[config.mk]
export PLATFORM = sky130hd
export DESIGN_NAME = cluster_mean_divider
export DESIGN_NICKNAME = d
export VERILOG_FILES = /design/src/rtl/kmeans_pkg.sv /design/src/rtl/div_core.sv /design/src/rtl/cluster_mean_divider.sv
export SDC_FILE = /design/constraint.sdc
export NUM_CORES = 1
export LEC_CHECK = 0
export ABC_AREA = 1
export BUFFER_PORTS_ARGS = -buffer_cell sky130_fd_sc_hd__buf_2
export CORE_AREA = 2 2 138 194
export DETAILED_ROUTE_END_ITERATION = 12
export DIE_AREA = 0 0 140 196
export MAX_ROUTING_LAYER = met4
export PLACE_DENSITY = 0.62
export SLEW_MARGIN = 10
export SYNTH_ARGS = -nofsm -noshare
export SYNTH_HDL_FRONTEND = slang
export SYNTH_SLANG_ARGS = --single-unit
[constraint.sdc]
create_clock -name clk -period 5.31 [get_ports clk]
set_clock_uncertainty 0.05 [all_clocks]
set_input_delay 0.2655 -clock clk [delete_from_list [all_inputs] [get_ports clk]]
set_output_delay 0.2655 -clock clk [all_outputs]
set_load 0.01 [all_outputs]
[src/rtl/kmeans_pkg.sv]
// Shared constants and divider state encoding for the k-means mean stage.
package kmeans_pkg;

  localparam int SUM_W  = 25;
  localparam int CNT_W  = 13;
  localparam int MEAN_W = 8;

  typedef enum logic [1:0] {
    IDLE,
    BUSY,
    DONE
  } div_state_t;

endpackage

[src/rtl/div_core.sv]
// Single-channel sequential restoring divider: one quotient bit per step, MSB first.
// dividend_hi seeds the remainder so a dividend one bit wider than N_W still needs N_W steps.
module div_core #(
  parameter int N_W = 25,
  parameter int D_W = 13
) (
  input  logic           clk,
  input  logic           reset,
  input  logic           load,
  input  logic           step,
  input  logic [N_W-1:0] dividend,
  input  logic           dividend_hi,
  input  logic [D_W-1:0] divisor,
  output logic [N_W-1:0] quotient
);

  logic [N_W-1:0] quo_reg;
  logic [D_W-1:0] rem_reg;
  logic [D_W-1:0] div_reg;
  logic [D_W:0]   rem_shift;
  logic [D_W-1:0] rem_sub;

  // The true difference is always below the divisor, so D_W bits hold it exactly.
  always_comb begin
    rem_shift = {rem_reg, quo_reg[N_W-1]};
    rem_sub   = rem_shift[D_W-1:0] - div_reg;
  end

  always_ff @(posedge clk or posedge reset) begin
    if (reset) begin
      quo_reg <= '0;
      rem_reg <= '0;
      div_reg <= '0;
    end else if (load) begin
      quo_reg <= dividend;
      rem_reg <= {{(D_W-1){1'b0}}, dividend_hi};
      div_reg <= divisor;
    end else if (step) begin
      if (rem_shift >= {1'b0, div_reg}) begin
        rem_reg <= rem_sub;
        quo_reg <= {quo_reg[N_W-2:0], 1'b1};
      end else begin
        rem_reg <= rem_shift[D_W-1:0];
        quo_reg <= {quo_reg[N_W-2:0], 1'b0};
      end
    end
  end

  assign quotient = quo_reg;

endmodule

[src/rtl/cluster_mean_divider.sv]
// Per-cluster RGB mean stage: divides three channel sums by the pixel count, saturating to MEAN_W bits.
// Define MEAN_DIV_ROUND_EN for round-to-nearest; the default build truncates.
module cluster_mean_divider #(
  parameter int SUM_W  = kmeans_pkg::SUM_W,
  parameter int CNT_W  = kmeans_pkg::CNT_W,
  parameter int MEAN_W = kmeans_pkg::MEAN_W
) (
  input  logic              clk,
  input  logic              reset,
  input  logic              start,
  input  logic              enable,
  input  logic [SUM_W-1:0]  red_sum,
  input  logic [SUM_W-1:0]  green_sum,
  input  logic [SUM_W-1:0]  blue_sum,
  input  logic [CNT_W-1:0]  count,
  output logic              rgb_ready,
  output logic [MEAN_W-1:0] r_mean,
  output logic [MEAN_W-1:0] g_mean,
  output logic [MEAN_W-1:0] b_mean
);

  import kmeans_pkg::*;

  localparam int IT_W = $clog2(SUM_W + 1);

  div_state_t        state_reg, state_next;
  logic [IT_W-1:0]   iter_reg, iter_next;
  logic              ready_reg, ready_next;
  logic              load, step, finish;

  logic [SUM_W-1:0]  sum_arr [3];
  logic [SUM_W-1:0]  dvd_arr [3];
  logic [SUM_W-1:0]  quo_arr [3];
  logic [2:0]        hi_arr;
  logic [2:0][MEAN_W-1:0] mean_arr;

  assign sum_arr[0] = red_sum;
  assign sum_arr[1] = green_sum;
  assign sum_arr[2] = blue_sum;

  generate
    for (genvar gi = 0; gi < 3; gi++) begin : g_chan
      logic [MEAN_W-1:0] mean_reg;
      logic [MEAN_W-1:0] sat_val;

`ifdef MEAN_DIV_ROUND_EN
      // One extra bit keeps sum + floor(count/2) from wrapping.
      logic [SUM_W:0] rounded;
      assign rounded      = {1'b0, sum_arr[gi]} + (SUM_W+1)'(count >> 1);
      assign dvd_arr[gi]  = rounded[SUM_W-1:0];
      assign hi_arr[gi]   = rounded[SUM_W];
`else
      assign dvd_arr[gi]  = sum_arr[gi];
      assign hi_arr[gi]   = 1'b0;
`endif

      div_core #(
        .N_W(SUM_W),
        .D_W(CNT_W)
      ) u_div (
        .clk        (clk),
        .reset      (reset),
        .load       (load),
        .step       (step),
        .dividend   (dvd_arr[gi]),
        .dividend_hi(hi_arr[gi]),
        .divisor    (count),
        .quotient   (quo_arr[gi])
      );

      assign sat_val = (|quo_arr[gi][SUM_W-1:MEAN_W]) ? '1 : quo_arr[gi][MEAN_W-1:0];

      always_ff @(posedge clk or posedge reset) begin
        if (reset) begin
          mean_reg <= '0;
        end else if (finish) begin
          mean_reg <= sat_val;
        end
      end

      assign mean_arr[gi] = mean_reg;
    end
  endgenerate

  always_comb begin
    state_next = state_reg;
    iter_next  = iter_reg;
    ready_next = ready_reg;
    load       = 1'b0;
    step       = 1'b0;
    finish     = 1'b0;
    case (state_reg)
      IDLE: begin
        ready_next = 1'b0;
        if (start) begin
          if (enable && (count != '0)) begin
            load       = 1'b1;
            iter_next  = '0;
            state_next = BUSY;
          end else begin
            state_next = DONE;
          end
        end
      end
      BUSY: begin
        if (!start) begin
          state_next = IDLE;
        end else if (iter_reg == IT_W'(SUM_W)) begin
          finish     = 1'b1;
          ready_next = 1'b1;
          state_next = DONE;
        end else begin
          step      = 1'b1;
          iter_next = iter_reg + 1'b1;
        end
      end
      DONE: begin
        // The empty/disabled path enters with ready low and raises it one edge later.
        if (start) begin
          ready_next = 1'b1;
        end else begin
          ready_next = 1'b0;
          state_next = IDLE;
        end
      end
      default: begin
        state_next = IDLE;
        ready_next = 1'b0;
      end
    endcase
  end

  always_ff @(posedge clk or posedge reset) begin
    if (reset) begin
      state_reg <= IDLE;
      iter_reg  <= '0;
      ready_reg <= 1'b0;
    end else begin
      state_reg <= state_next;
      iter_reg  <= iter_next;
      ready_reg <= ready_next;
    end
  end

  assign rgb_ready = ready_reg;
  assign r_mean    = mean_arr[0];
  assign g_mean    = mean_arr[1];
  assign b_mean    = mean_arr[2];

endmodule

; Word level (Yosys, flattened, before mapping)
; Index checks and enable logic that the tools add are counted.
[totals]
register_bits = 159
inputBits = 92
out_inout_bits = 25
wordCells = 86
[classes]
add_sub_neg = 4
n_lt_le_gt_ge = 3
n_eq_ne = 10
n_mux = 45
n_reduce_logical = 11
[ops]
columns = op, count
row1 = 25-bit two-way mux, 6
row2 = 13-bit two-way mux, 9
row3 = 17-bit OR reduction, 3
row4 = 14-bit by 13-bit >= comparator with 1-bit output, 3
row5 = 13-bit subtractor, 3
row6 = 8-bit two-way mux, 3
row7 = 5-bit two-way mux, 4
row8 = 1-bit two-way mux, 15
row9 = 13-bit nonzero test, 1
row10 = 2-bit inequality test (second input constant), 6
row11 = 2-bit two-way mux, 5
row12 = 5-bit one-hot mux with 2 select lines, 1
row13 = 2-bit one-hot mux with 3 select lines, 1
row14 = 5-bit by 1-bit adder with 5-bit output (second input constant), 1
row15 = 5-bit == test (second input constant), 1
row16 = 5-bit AND reduction, 1
row17 = 2-bit nonzero test, 2
row18 = 3-bit inequality test (second input constant), 1
row19 = 3-bit AND reduction, 1
row20 = 2-bit by 1-bit == test with 1-bit output (second input constant), 1
row21 = 2-bit == test (second input constant), 1
row22 = 2-bit zero test, 1
row23 = 1-bit one-hot mux with 2 select lines, 1
row24 = 2-bit AND reduction, 1
row25 = 1-bit logical AND, 1

; Longest topological paths before layout
; Gate-level depths: netlist of the first run.
[logic_depth]
word_depth = 6
depth_mapped = 14

; Cells and area by module
; A second synthesis of the first run with hierarchy kept.
[unflattened]
cells_unflattened = 1578
hier_area_um2 = 11476.0
[modules_own_cells]
columns = module, n_inst, cells_per_inst, area_each_um2, seq_area_each_um2
row1 = div_core, 3, 427, 3145.5, 1276.2
row2 = cluster_mean_divider, 1, 297, 2039.5, 800.8

; Worst setup path before layout of the first run
; Ideal clock, no wire load.
[synth_timing]
path_kind = flip-flop to flip-flop
from = reg g_chan[1].u_div.quo_reg[24]
to = reg g_chan[1].u_div.rem_reg[7]
arrival_ns = 1.810
required_ns = 5.195
path_slack_ns = 3.385
stages_incl_launch_ff = 13
path_buffers = 1
synth_period_minus_slack_ns = 1.925
cell_sequence = dfrtp_1 > inv_1 > ha_1 > inv_1 > fa_1 > nand2_1 > nand3_2 > nand2_2 > nand3_4 > buf_6 > nand3_1 > nand3_1 > nand2_1
[synth_between]
elab_chain_cells = 4
elab_cells_between_ends = 5
[synth_lines]
columns = element, line
row1 = "start, declared", div_core.sv:17  ; logic [N_W-1:0] quo_reg;
row2 = "start signal, assigned", div_core.sv:35  ; quo_reg <= dividend;
row3 = "start signal, assigned", div_core.sv:41  ; quo_reg <= {quo_reg[N_W-2:0], 1'b1};
row4 = "start signal, assigned", div_core.sv:44  ; quo_reg <= {quo_reg[N_W-2:0], 1'b0};
row5 = 13-bit subtractor / 14-bit by 13-bit >= comparator with 1-bit output (equally long branches), "div_core.sv:26, div_core.sv:39"
row6 = 13-bit two-way mux (*), div_core.sv:39  ; if (rem_shift >= {1'b0, div_reg}) begin
row7 = 13-bit two-way mux (*), div_core.sv:38  ; end else if (step) begin
row8 = 13-bit two-way mux (*), div_core.sv:34  ; end else if (load) begin
row9 = "end signal, assigned", div_core.sv:36  ; rem_reg <= {{(D_W-1){1'b0}}, dividend_hi};
row10 = "end signal, assigned", div_core.sv:40  ; rem_reg <= rem_sub;
row11 = "end signal, assigned", div_core.sv:43  ; rem_reg <= rem_shift[D_W-1:0];
row12 = "end, declared", div_core.sv:18  ; logic [D_W-1:0] rem_reg;
; Mark *: on every way between the ends. The rest lies on a longest branch, timed or not. The select of a mux whose other input is x is not followed.
; A chain may end at the register's enable or synchronous reset.

; Final worst setup path of the first run
[layout_timing]
from = in count[8]
to = reg g_chan[0].u_div.rem_reg[9]
[layout_between]
elab_chain_cells = 6
elab_cells_between_ends = 7
[layout_lines]
columns = element, line
row1 = "start, declared", cluster_mean_divider.sv:15  ; input logic [CNT_W-1:0] count,
row2 = 13-bit nonzero test (*), cluster_mean_divider.sv:96  ; if (enable && (count != '0)) begin
row3 = 1-bit logical AND (*), cluster_mean_divider.sv:96
row4 = 1-bit two-way mux (*), cluster_mean_divider.sv:96
row5 = 1-bit two-way mux (*), cluster_mean_divider.sv:95  ; if (start) begin
row6 = 1-bit two-way mux (*), cluster_mean_divider.sv:92  ; case (state_reg)
row7 = 13-bit two-way mux / 2-bit nonzero test (equally long branches), n/a
row8 = "end signal, assigned", div_core.sv:36
row9 = "end signal, assigned", div_core.sv:40
row10 = "end signal, assigned", div_core.sv:43
row11 = "end, declared", div_core.sv:18
; Mark *: on every way between the ends. The rest lies on a longest branch, timed or not.

==> results of run 1 <==
[cell families after synthesis]
| kind of cell | after synthesis | share of synthesized area [%] |
|---|---|---|
| adders and majority gates | 47 | 6.15 |
| buffers and inverters | 228 | 9.39 |
| and+or+nand+nor | 698 | 30.7 |
| AOI/OAI and AO/OA | 197 | 12.1 |
| DFF | 159 | 40.1 |
| xor gates and xnor gates | 18 | 1.59 |
[final timing paths]
kind                               from                            to  slack (ns)  depth (start not counted)
max                            count[8]    g_chan[0].u_div.rem_reg[9]        2.05                         14
min                            count[0]    g_chan[2].u_div.div_reg[0]        0.01                          3
max reg2reg                state_reg[1]    g_chan[0].u_div.rem_reg[9]        2.08                         13
min reg2reg                   g_mean[6]                     g_mean[6]        0.43                          2
max in group asynchronous         reset   g_chan[1].u_div.quotient[0]        3.60                          4
min in group asynchronous         reset  g_chan[0].u_div.quotient[20]        0.36                          3
[report_power, final]
group | leakage (nW) | total (mW) | switching, mW | internal (mW)
logic | 3.66 | 3.22 | 2.11 | 1.11
clock network | 0.293 | 1.30 | 0.568 | 0.728
registers | 2.04 | 1.92 | 0.282 | 1.64
total | 5.99 | 6.43 | 2.96 | 3.48
[through the flow]
step	util (%)	std cells	setup slack (ns)	instance area (sq um)
after floorplan	-	1347	0.703	9930
after global placement	41.4	1745	2.19	10700
after detailed placement	41.4	1745	2.10	10700
after CTS	43.9	1781	2.07	11300
after global routing	43.9	1782	1.79	11300
final	43.9	1782	2.05	11300
[per-layer routing]
layer | track usage [%] | part of all wire, % | vias to the layer above
li1 | - | - | 4572
met1 | 25.7 | 41 | 4352
met2 | 38.1 | 51 | 239
met3 | 3.49 | 4.3 | 72
met4 | 11.0 | 4.3 | 0
met5 | - | 0 | -
[cells in the final DEF, fill, tap and decap left out, types with 2 or more instances in the layout]
cell type        n
a31oi_1         21
fa_1             3
nand3_2          9
a21boi_0         3
inv_6            6
nand3_4          3
clkinvlp_4       2
dfrtp_1        159
nor3_1           3
clkbuf_8         2
buf_4            5
nand2_1        427
nor2_2           8
a21oi_1         14
clkinv_2         2
o21bai_1         3
o21ai_0         92
ha_1            44
xnor2_1         16
inv_2            9
xor2_1           2
bufinv_16        2
nand2_2         10
nor4_1           3
buf_2          116
clkbuf_16       17
nand3_1         85
a2bb2oi_1       16
nor2_1          97
o31ai_1          5
dlygate4sd3_1    4
a21o_1           2
nand4_1         49
o211ai_1        32
inv_1          170
o21ai_1          5
[repair_timing]
item / 4_1_cts / 5_1_grt
gates resized for setup: 0 / 0
hold buffers: 4 / 0
hold endpoints to repair: 48 / 0
[critical path: stages]
cell	delay, ns
dlygate4sd3_1	0.56
buf_2	0.13
nor2_1	0.26
nand2_1	0.10
nor2_1	0.10
nand2_1	0.13
nand3_4	0.54
nand2_2	0.20
inv_2	0.62
buf_4	0.34
nand2_1	0.12
nand2_1	0.08
nand2_1	0.05
nand2_1	0.06
[cell type report]
class	count	area, sq um	share of cell area (%)
clock buffers	19	453	3.99
repair buffers	125	658	5.80
well taps	324	405	3.57
inverters	181	684	6.03
flip-flops and latches	159	3980	35.1
diodes	1	2.50	0.0220
clock inverters	13	149	1.31
multi-input cells	960	5020	44.2
==> summary.md, run 1 <==
| Metric | Value |
|---|---|
| Fillers | `between 2000 and 3000` |
| # Post-CTS Setup Buffers | `0` |
| Total congestion overflow | `0` |
| Area delta synth->final | `14.3%` |
| Unique cell type count in the Yosys netlist | `42` |
| Mapped cell area | `about 9900 sq um` |
| Clock Latency Late Sink | `between 0.4 and 0.5 ns` |
| Hold Violations, Final | `0` |
| Crit path kind | `input pin to register` |
| Detailed Routing Iterations Pass 1 | `9` |
| Fmax | `a little over 300 MHz` |
| Post-route minimum period | `~3.3 ns` |
| Placeable core area | `about 26000 sq um` |
| Syn nets | `1486` |
| Violated checks | `design-rule violations` |
| Clock sinks | `159` |
| DRT iter0 DRCs | `625` |
| Vias in the first global route | `roughly 9400` |
| Final setup viols | `0` |
| Vias | `around 9200` |
| Synth area leaders | `dfrtp_1, nand2_1, inv_1` |
| CP required | `5.64 ns` |
| First-pass GRT wire length | `approximately 48000 um` |
| CP endpoint kind | `register` |
| Num ports | `roughly 120` |
| Synth top area share | `40.1%` |
| Hold slack | `between 0.01 and 0.015 ns` |
| Tcrit/Tclk final | `between 60% and 70%` |
| Mapped Cells | `around 1300` |
| Die span in x | `140 um` |
| Async SR Flop Fraction | `100%` |
| DR DRC count | `1` |
| Total power | `roughly 6.4 mW` |
| Post-route ant nets | `0` |
| Root buffer selected by CTS | `clkbuf_16` |
| Row Count | `70` |
| Share of cells above drive strength 1 | `13.7%` |
| WL final | `about 29000 um` |
| DR WL/cell | `~16 um` |
| Max-slew headroom | `roughly 25%` |
| Initial antenna violation count | `1` |
| Max rail drop VDD | `roughly 320 uV` |
| Final Net Count | `1583` |
| CTS H-tree lvls | `4` |
| Initial Utilization | `a little under 40%` |
| Syn_area_per_cell | `between 7 and 8 sq um` |
| Die Y-Extent | `about 200 um` |
| Max-slew violations | `0` |
| Synth Warn # | `0` |
| Register area share after synthesis | `between 40% and 50%` |
| Status | `finished, violations left` |
| Cell taking the most area after synthesis | `dfrtp_1` |
| Max FFs per register | `75` |
| Die area | `approximately 27000 sq um` |
| Total GRT Usage | `between 20% and 30%` |
| Dominant synthesized flop cell | `dfrtp_1` |
| Post-detail-place hpwl | `roughly 20000 um` |
| # port buffers | `~120` |
| Clock-pin slew on the worst setup and hold paths | `about 0.070 ns` |
| CP arrival | `between 3 and 4 ns` |
| Largest buffer count on any clock path | `2` |
| Final GP Congestion | `about 0.94` |
| Worst min-delay path category | `input pin to register` |
| Cell Pwr Density | `567 nW/um^2` |
| FF+latch count, synth | `between 150 and 200` |
| Max Cap Viol | `0` |
| Startpoint class of the critical path | `input pin` |
| RSZ-0062 raised after global routing | `false` |
| Post-synth EDFFs | `0` |
| Setup TNS | `0 ns` |
| CTS tree | `done` |
| CP max FO | `81` |
| Actual slew at the worst max-slew pin | `roughly 1.1 ns` |
| Commonest cells post-synth | `nand2_1, inv_1, dfrtp_1, nor2_1, o21ai_0` |
| Cell with the most instances after synthesis | `nand2_1` |
| Largest net degree at the start of global routing | `between 80 and 90` |
| LEAKAGE | `~6 nW` |
| DR vias/cell | `between 5 and 6` |
| Num CTS Buffers | `17` |
(Power assumes the default switching activity.)
==> inputs of run 2 (changes only) <==
PLACE_DENSITY = 0.64   (was 0.62)
clock period = 2.97 ns   (was 5.31 ns; I/O delays follow)
==> run 2 against run 1 <==
Net effect:
- the run now ends clean
- register-to-register slack got worse by 1.5 ns
- global-route usage increased by 0.68 points
- clock power up 58%
==> summary.md, run 2 (synthesized netlist as in run 1, its figures left out) <==
| Metric | Value |
|---|---|
| Status | `finished, final reports clean` |
| Critical path cell sequence | `inv_1 > ha_1 > inv_1 > fa_1 > nand2_1 > nand3_2 > nand2_2 > nand3_4 > nand2_1 > nand2_1 > nand2_1 > nand2_1` |
| Detailed Routing Iterations Pass 1 | `7` |
| LEAKAGE | `between 6 and 7 nW` |
| Max incr delay on CP | `approximately 0.46 ns` |
| First-pass GRT wire length | `49100 um` |
| Hold path depth | `3` |
| RSZ-0062 raised after global routing | `false` |
| Total congestion overflow | `0` |
| Worst min-delay path category | `input pin to register` |
| Initial Utilization | `approximately 38%` |
| Ant. Diodes | `0` |
| DRT iter0 DRCs | `~680` |
| Fmax | `roughly 420 MHz` |
| Worst Slack Setup Final | `roughly 0.57 ns` |
| Hold buffers post-CTS | `roughly 90` |
| Hold Violations, Final | `0` |
| Die Y-Extent | `about 200 um` |
| # Post-CTS Setup Buffers | `0` |
| Post-route minimum period | `2.40 ns` |
| CTS H-tree lvls | `4` |
| # port buffers | `~120` |
| Num CTS Buffers | `17` |
| Most frequent CP cell | `nand2_1` |
| Cell Int Power | `between 6 and 7 mW` |
| Die area | `approximately 27000 sq um` |
| Max FFs per register | `between 70 and 80` |
| Root buffer selected by CTS | `clkbuf_16` |
| FF/Latch Area | `slightly below 4000 sq um` |
| Crit path kind | `register to register` |
| Post-detail-place hpwl | `around 21000 um` |
| Cell at the slowest stage of the critical path | `fa_1` |
| Cell Pwr Density | `935 nW/um^2` |
| Post-CTS sizing | `0` |
| Worst path bufs/invs | `2` |
| DR vias/cell | `5.15` |
| CTS tree | `done` |
| Row Count | `70` |
| Max-slew headroom | `around 40%` |
| Setup TNS | `0 ns` |
| Clock power share | `roughly 18%` |
| Clock-pin slew on the worst setup and hold paths | `roughly 0.070 ns` |
| Total power | `between 10 and 15 mW` |
| Switch share | `a little under half` |
| Area delta synth->final | `23.6%` |
| Largest buffer count on any clock path | `2` |
| Largest net degree at the start of global routing | `87` |
| Combinational power share | `roughly 52%` |
| Actual slew at the worst max-slew pin | `a little under 0.9 ns` |
| Vias in the first global route | `9864` |
| Vias | `9683` |
| FF-to-FF path depth | `12` |
| Num ports | `roughly 120` |
| Max Cap Viol | `0` |
| Max-slew violations | `0` |
| Util after Layout | `~47%` |
| Die span in x | `140 um` |
| CP required | `3.24 ns` |
| Post-route ant nets | `0` |
| Hold slack | `between 0.03 and 0.04 ns` |
| Tcrit/Tclk final | `around four fifths` |
| Share of cells above drive strength 1 | `a little over an eighth` |
| CP arrival | `~2.7 ns` |
| Total GRT Usage | `approximately 23%` |
| Final Net Count | `~1700` |
| Final GP Congestion | `around 0.95` |
| Sequential power share | `between 20% and 30%` |
| Max rail drop VDD | `around 470 uV` |
| Switch Pwr | `between 5 and 6 mW` |
| Fillers | `~2500` |
| Multi-input logic area | `5020 sq um` |
| Critical path's top delay family | `simple AND/OR/NAND/NOR gates` |
| Setup WS pre-CTS | `0.598 ns` |
| DR DRC count | `0` |
| CP max FO | `16` |
| WL final | `30000 um` |
| Most frequent cells in the layout | `nand2_1, inv_1, dfrtp_1` |
| Final setup viols | `0` |
| Commonest non-fill, non-tap cell in the layout | `nand2_1` |
| Stages on the worst setup path | `12` |
| Clock sinks | `159` |
| Initial antenna violation count | `0` |
| Clock Latency Late Sink | `about 0.43 ns` |
| Placeable core area | `25800 sq um` |
| DR WL/cell | `roughly 16 um` |
| Startpoint class of the critical path | `register` |
| CP endpoint kind | `register` |
## run 2: cell count changes in the layout (fill, tap and decap cells not counted), sizes merged
cell	before	now
clkbuf	19	17
clkinv	4	9
inv	186	182
diode	1	0
bufinv	2	0
buf	121	134
dlygate4sd3	4	89
clkinvlp	2	5
## run 2: path summary, 6_finish.rpt
path | from | endpoint | slack [ns]
worst max register to register | g_chan[1].u_div.quotient[24] | g_chan[1].u_div.rem_reg[9] | 0.57
min in group asynchronous | reset | g_chan[0].u_div.quotient[17] | 0.31
worst min-delay path | blue_sum[24] | g_chan[2].u_div.quotient[24] | 0.04
worst min register to register | g_mean[2] | g_mean[2] | 0.43
worst max-delay path | g_chan[1].u_div.quotient[24] | g_chan[1].u_div.rem_reg[9] | 0.57
max in group asynchronous | reset | g_chan[1].u_div.quotient[10] | 1.68
## run 2: metrics by stage
step | instances | area, sq um
floorplan | 1347 | 9930
finish | 1879 | 12300
global route | 1879 | 12300
global placement | 1758 | 10800
detailed placement | 1758 | 10800
CTS | 1879 | 12300
## run 2: routing by layer
layer / share of wire, % / vias up / track usage [%]
met5: 0 / - / -
met4: 4.7 / 0 / 11.7
met3: 3.7 / 82 / 2.56
met2: 52 / 284 / 40.6
met1: 39 / 4544 / 25.9
li1: - / 4773 / -
## run 2: cell type report
type / instances / share of cell area [%]
inverters: 181 / 5.57
clock inverters: 15 / 0.928
multi-input cells: 960 / 40.9
clock buffers: 17 / 3.47
flip-flops and latches: 159 / 32.4
well taps: 324 / 3.30
repair buffers: 223 / 13.4
## run 2: worst register-to-register path, stage by stage, from the launching register on
cell and delay, ns:
dfrtp_1 0.36, inv_1 0.17, ha_1 0.18, inv_1 0.07, fa_1 0.46, nand2_1 0.12
nand3_2 0.09, nand2_2 0.19, nand3_4 0.24, nand2_1 0.20, nand2_1 0.06, nand2_1 0.06
nand2_1 0.05
## run 2: power groups by stage
| stage | Sequential (mW) | Clock [mW] | Combinational [mW] |
|---|---|---|---|
| 4_1_cts | 3.42 | 2.10 | 5.98 |
| 6_report | 3.42 | 2.05 | 6.00 |
| 3_5_place_dp | 3.44 | 0 | 5.86 |
| 5_1_grt | 3.52 | 2.20 | 6.79 |
| 3_3_place_gp | 3.44 | 0 | 5.80 |
| 2_1_floorplan | 3.30 | 0 | 4.54 |
==> inputs of run 3 (changes only) <==
clock period = 2.2 ns   (was 2.97 ns; I/O delays follow)
==> run 3 against run 2 <==
Net effect:
- largest cell class unchanged
- clock power is 40% higher
- largest power group unchanged
- non-clock buffer count up 42
- total power up 41%
- first-iteration DRC count shrank 1.9%
- die area did not move
- critical path type unchanged
- clock-buffer cell count rose by 5
==> summary.md, run 3 (synthesized netlist as in run 1, its figures left out) <==
| Metric | Value |
|---|---|
| Status | `finished, final reports clean` |
| Placed insts | `between 1500 and 2000` |
| Max FFs per register | `75` |
| Post-route ant nets | `0` |
| Total congestion overflow | `0` |
| Cell Pwr Density | `1270 nW/um^2` |
| Most frequent cells in the layout | `nand2_1, inv_1, dfrtp_1` |
| Max-slew violations | `0` |
| Critical path cell sequence | `ha_1 > inv_1 > fa_1 > buf_4 > nand3_1 > nand3_1 > nand2_1 > nand2_1 > xnor2_1 > nand2_1 > nand3_1 > nand2_1` |
| Cell at the slowest stage of the critical path | `dfrtp_2` |
| CP endpoint kind | `register` |
| FF-to-FF path depth | `12` |
| Largest net degree at the start of global routing | `60` |
| Tcrit/Tclk final | `between 90% and 100%` |
| Most frequent CP cell | `nand2_1` |
| Final std cells w/o fill | `~1900` |
| WL final | `30700 um` |
| Hold slack | `~0.24 ns` |
| CP arrival | `~2.4 ns` |
| DRT iter0 DRCs | `between 600 and 700` |
| Startpoint class of the critical path | `register` |
| Switch Pwr | `between 7 and 8 mW` |
| # port buffers | `116` |
| Num CTS Buffers | `17` |
| Final GP Congestion | `0.967` |
| Combinational power share | `a little over half` |
| Total GRT Usage | `around a quarter` |
| RSZ-0062 raised after global routing | `true` |
| Initial Utilization | `between 30% and 40%` |
| Switch share | `between 40% and 50%` |
| Crit path kind | `register to register` |
| Clock sinks | `159` |
| Largest buffer count on any clock path | `2` |
| DR vias/cell | `5.18` |
| CP required | `around 2.5 ns` |
| Vias in the first global route | `about 10000` |
| Final setup viols | `0` |
| R2R Path Start | `g_chan[2].u_div.div_reg[0]` |
| Area delta synth->final | `28.8%` |
| Clock power share | `17.6%` |
| CTS tree | `done` |
| Total power | `between 15 and 20 mW` |
| DR WL/cell | `around 16 um` |
| Fillers | `~2400` |
| Actual slew at the worst max-slew pin | `about 0.6 ns` |
| Fmax | `slightly below 500 MHz` |
| Row Count | `70` |
| Worst min-delay path category | `input pin to async pin` |
| RR Endpoint | `g_chan[1].u_div.rem_reg[8]` |
| Post-route design area | `about 13000 sq um` |
| Share of cells above drive strength 1 | `roughly 17%` |
| Clock-pin slew on the worst setup and hold paths | `around 0.06 ns` |
| Cell Int Power | `8.99 mW` |
| Die Y-Extent | `slightly below 200 um` |
| Max rail drop VDD | `around 730 uV` |
| Detailed Routing Iterations Pass 1 | `5` |
| Initial antenna violation count | `0` |
| Max Cap Viol | `0` |
| Placeable core area | `approximately 26000 sq um` |
| Ant. Diodes | `0` |
| Placed instance area | `~11000 sq um` |
| Final Net Count | `1724` |
| Post-route minimum period | `2.06 ns` |
| Die span in x | `around 140 um` |
| Num ports | `between 100 and 150` |
| Max incr delay on CP | `0.42 ns` |
| Hold Violations, Final | `0` |
| Root buffer selected by CTS | `clkbuf_16` |
| CTS H-tree lvls | `4` |
| Flop2flop setup slack | `0.14 ns` |
| Max-slew headroom | `about three fifths` |
| First-pass GRT wire length | `about 50000 um` |
| Post-detail-place hpwl | `around 22000 um` |
| DR DRC count | `0` |
| Die area | `between 20000 and 30000 sq um` |
| Clock Latency Late Sink | `around 0.44 ns` |
| CP max FO | `4` |
| Commonest non-fill, non-tap cell in the layout | `nand2_1` |
| LEAKAGE | `between 6 and 7 nW` |
| Setup TNS | `0 ns` |
| Vias | `about 10000` |
| Sequential power share | `between 20% and 30%` |
## run 3: changes by cell type in the layout (fill, tap and decap cells not counted), sizes merged
cell         delta
clkbuf          +5
dlygate4sd3     +2
nand3           +1
inv             -2
clkinvlp        -4
bufinv          +1
clkinv          -1
buf            +40
## run 3: worst max-delay path: cells and delay by family, from the launching register on
| kind | cells | cell delay (ns) |
|---|---|---|
| and+or+nand+nor | 7 | 0.59 |
| adders and majority gates | 2 | 0.54 |
| DFF | 1 | 0.42 |
| buffers and inverters | 2 | 0.22 |
| xor gates and xnor gates | 1 | 0.14 |
## run 3: worst max-delay path by stage
| stage | startpoint | end | slack, ns | cells past startpoint |
|---|---|---|---|---|
| after global placement | g_chan[2].u_div.quotient[24] | g_chan[2].u_div.rem_reg[8] | 0.05 | 12 |
| after CTS | g_chan[2].u_div.quotient[24] | g_chan[2].u_div.rem_reg[8] | 0.03 | 12 |
| after global routing | g_chan[2].u_div.div_reg[0] | g_chan[1].u_div.rem_reg[12] | -0.02 | 12 |
| final | g_chan[2].u_div.div_reg[0] | g_chan[1].u_div.rem_reg[8] | 0.14 | 12 |
| after detailed placement | g_chan[2].u_div.quotient[24] | g_chan[2].u_div.rem_reg[8] | 0.04 | 12 |
| after floorplan | reset | b_mean[0] | 0.03 | 1 |
## run 3: layer usage
metal	global-route usage (%)	up-vias	routed length, um
li1	-	4868	-
met1	26.1	4728	12200
met2	41.7	295	16100
met3	2.68	65	1180
met4	11.1	0	1200
met5	-	-	0
## run 3: layout make-up
| type | instances | area, sq um | share of cell area (%) |
|---|---|---|---|
| Clock buffer | 22 | 464 | 3.63 |
| Clock inverter | 9 | 85.1 | 0.665 |
| Inverter | 181 | 688 | 5.38 |
| Multi-Input combinational cell | 961 | 5100 | 39.9 |
| Sequential cell | 159 | 3980 | 31.1 |
| Tap cell | 324 | 405 | 3.17 |
| Timing Repair Buffer | 265 | 2060 | 16.1 |
## run 3: metrics by stage
step	setup WS [ns]	utilization (%)
floorplan	0.0251	-
global route	-0.0196	49.5
finish	0.136	49.5
CTS	0.0281	49.1
global placement	0.0512	43.5
detailed placement	0.0418	43.5
## run 3: power by group through the flow
stage	Sequential (mW)	Combinational [mW]	Clock, mW
global placement	4.62	8.25	0
detailed placement	4.65	8.35	0
global route	4.77	9.86	3.02
CTS	4.61	8.53	2.92
floorplan	4.46	6.13	0
finish	4.63	8.73	2.86
## run 3: what timing repair did
action / CTS / global route
resized for setup: 0 / 22
buffers inserted: 0 / 1
setup endpoints to repair: 0 / 35
hold buffers: 91 / 0
hold endpoints to repair: 107 / 0
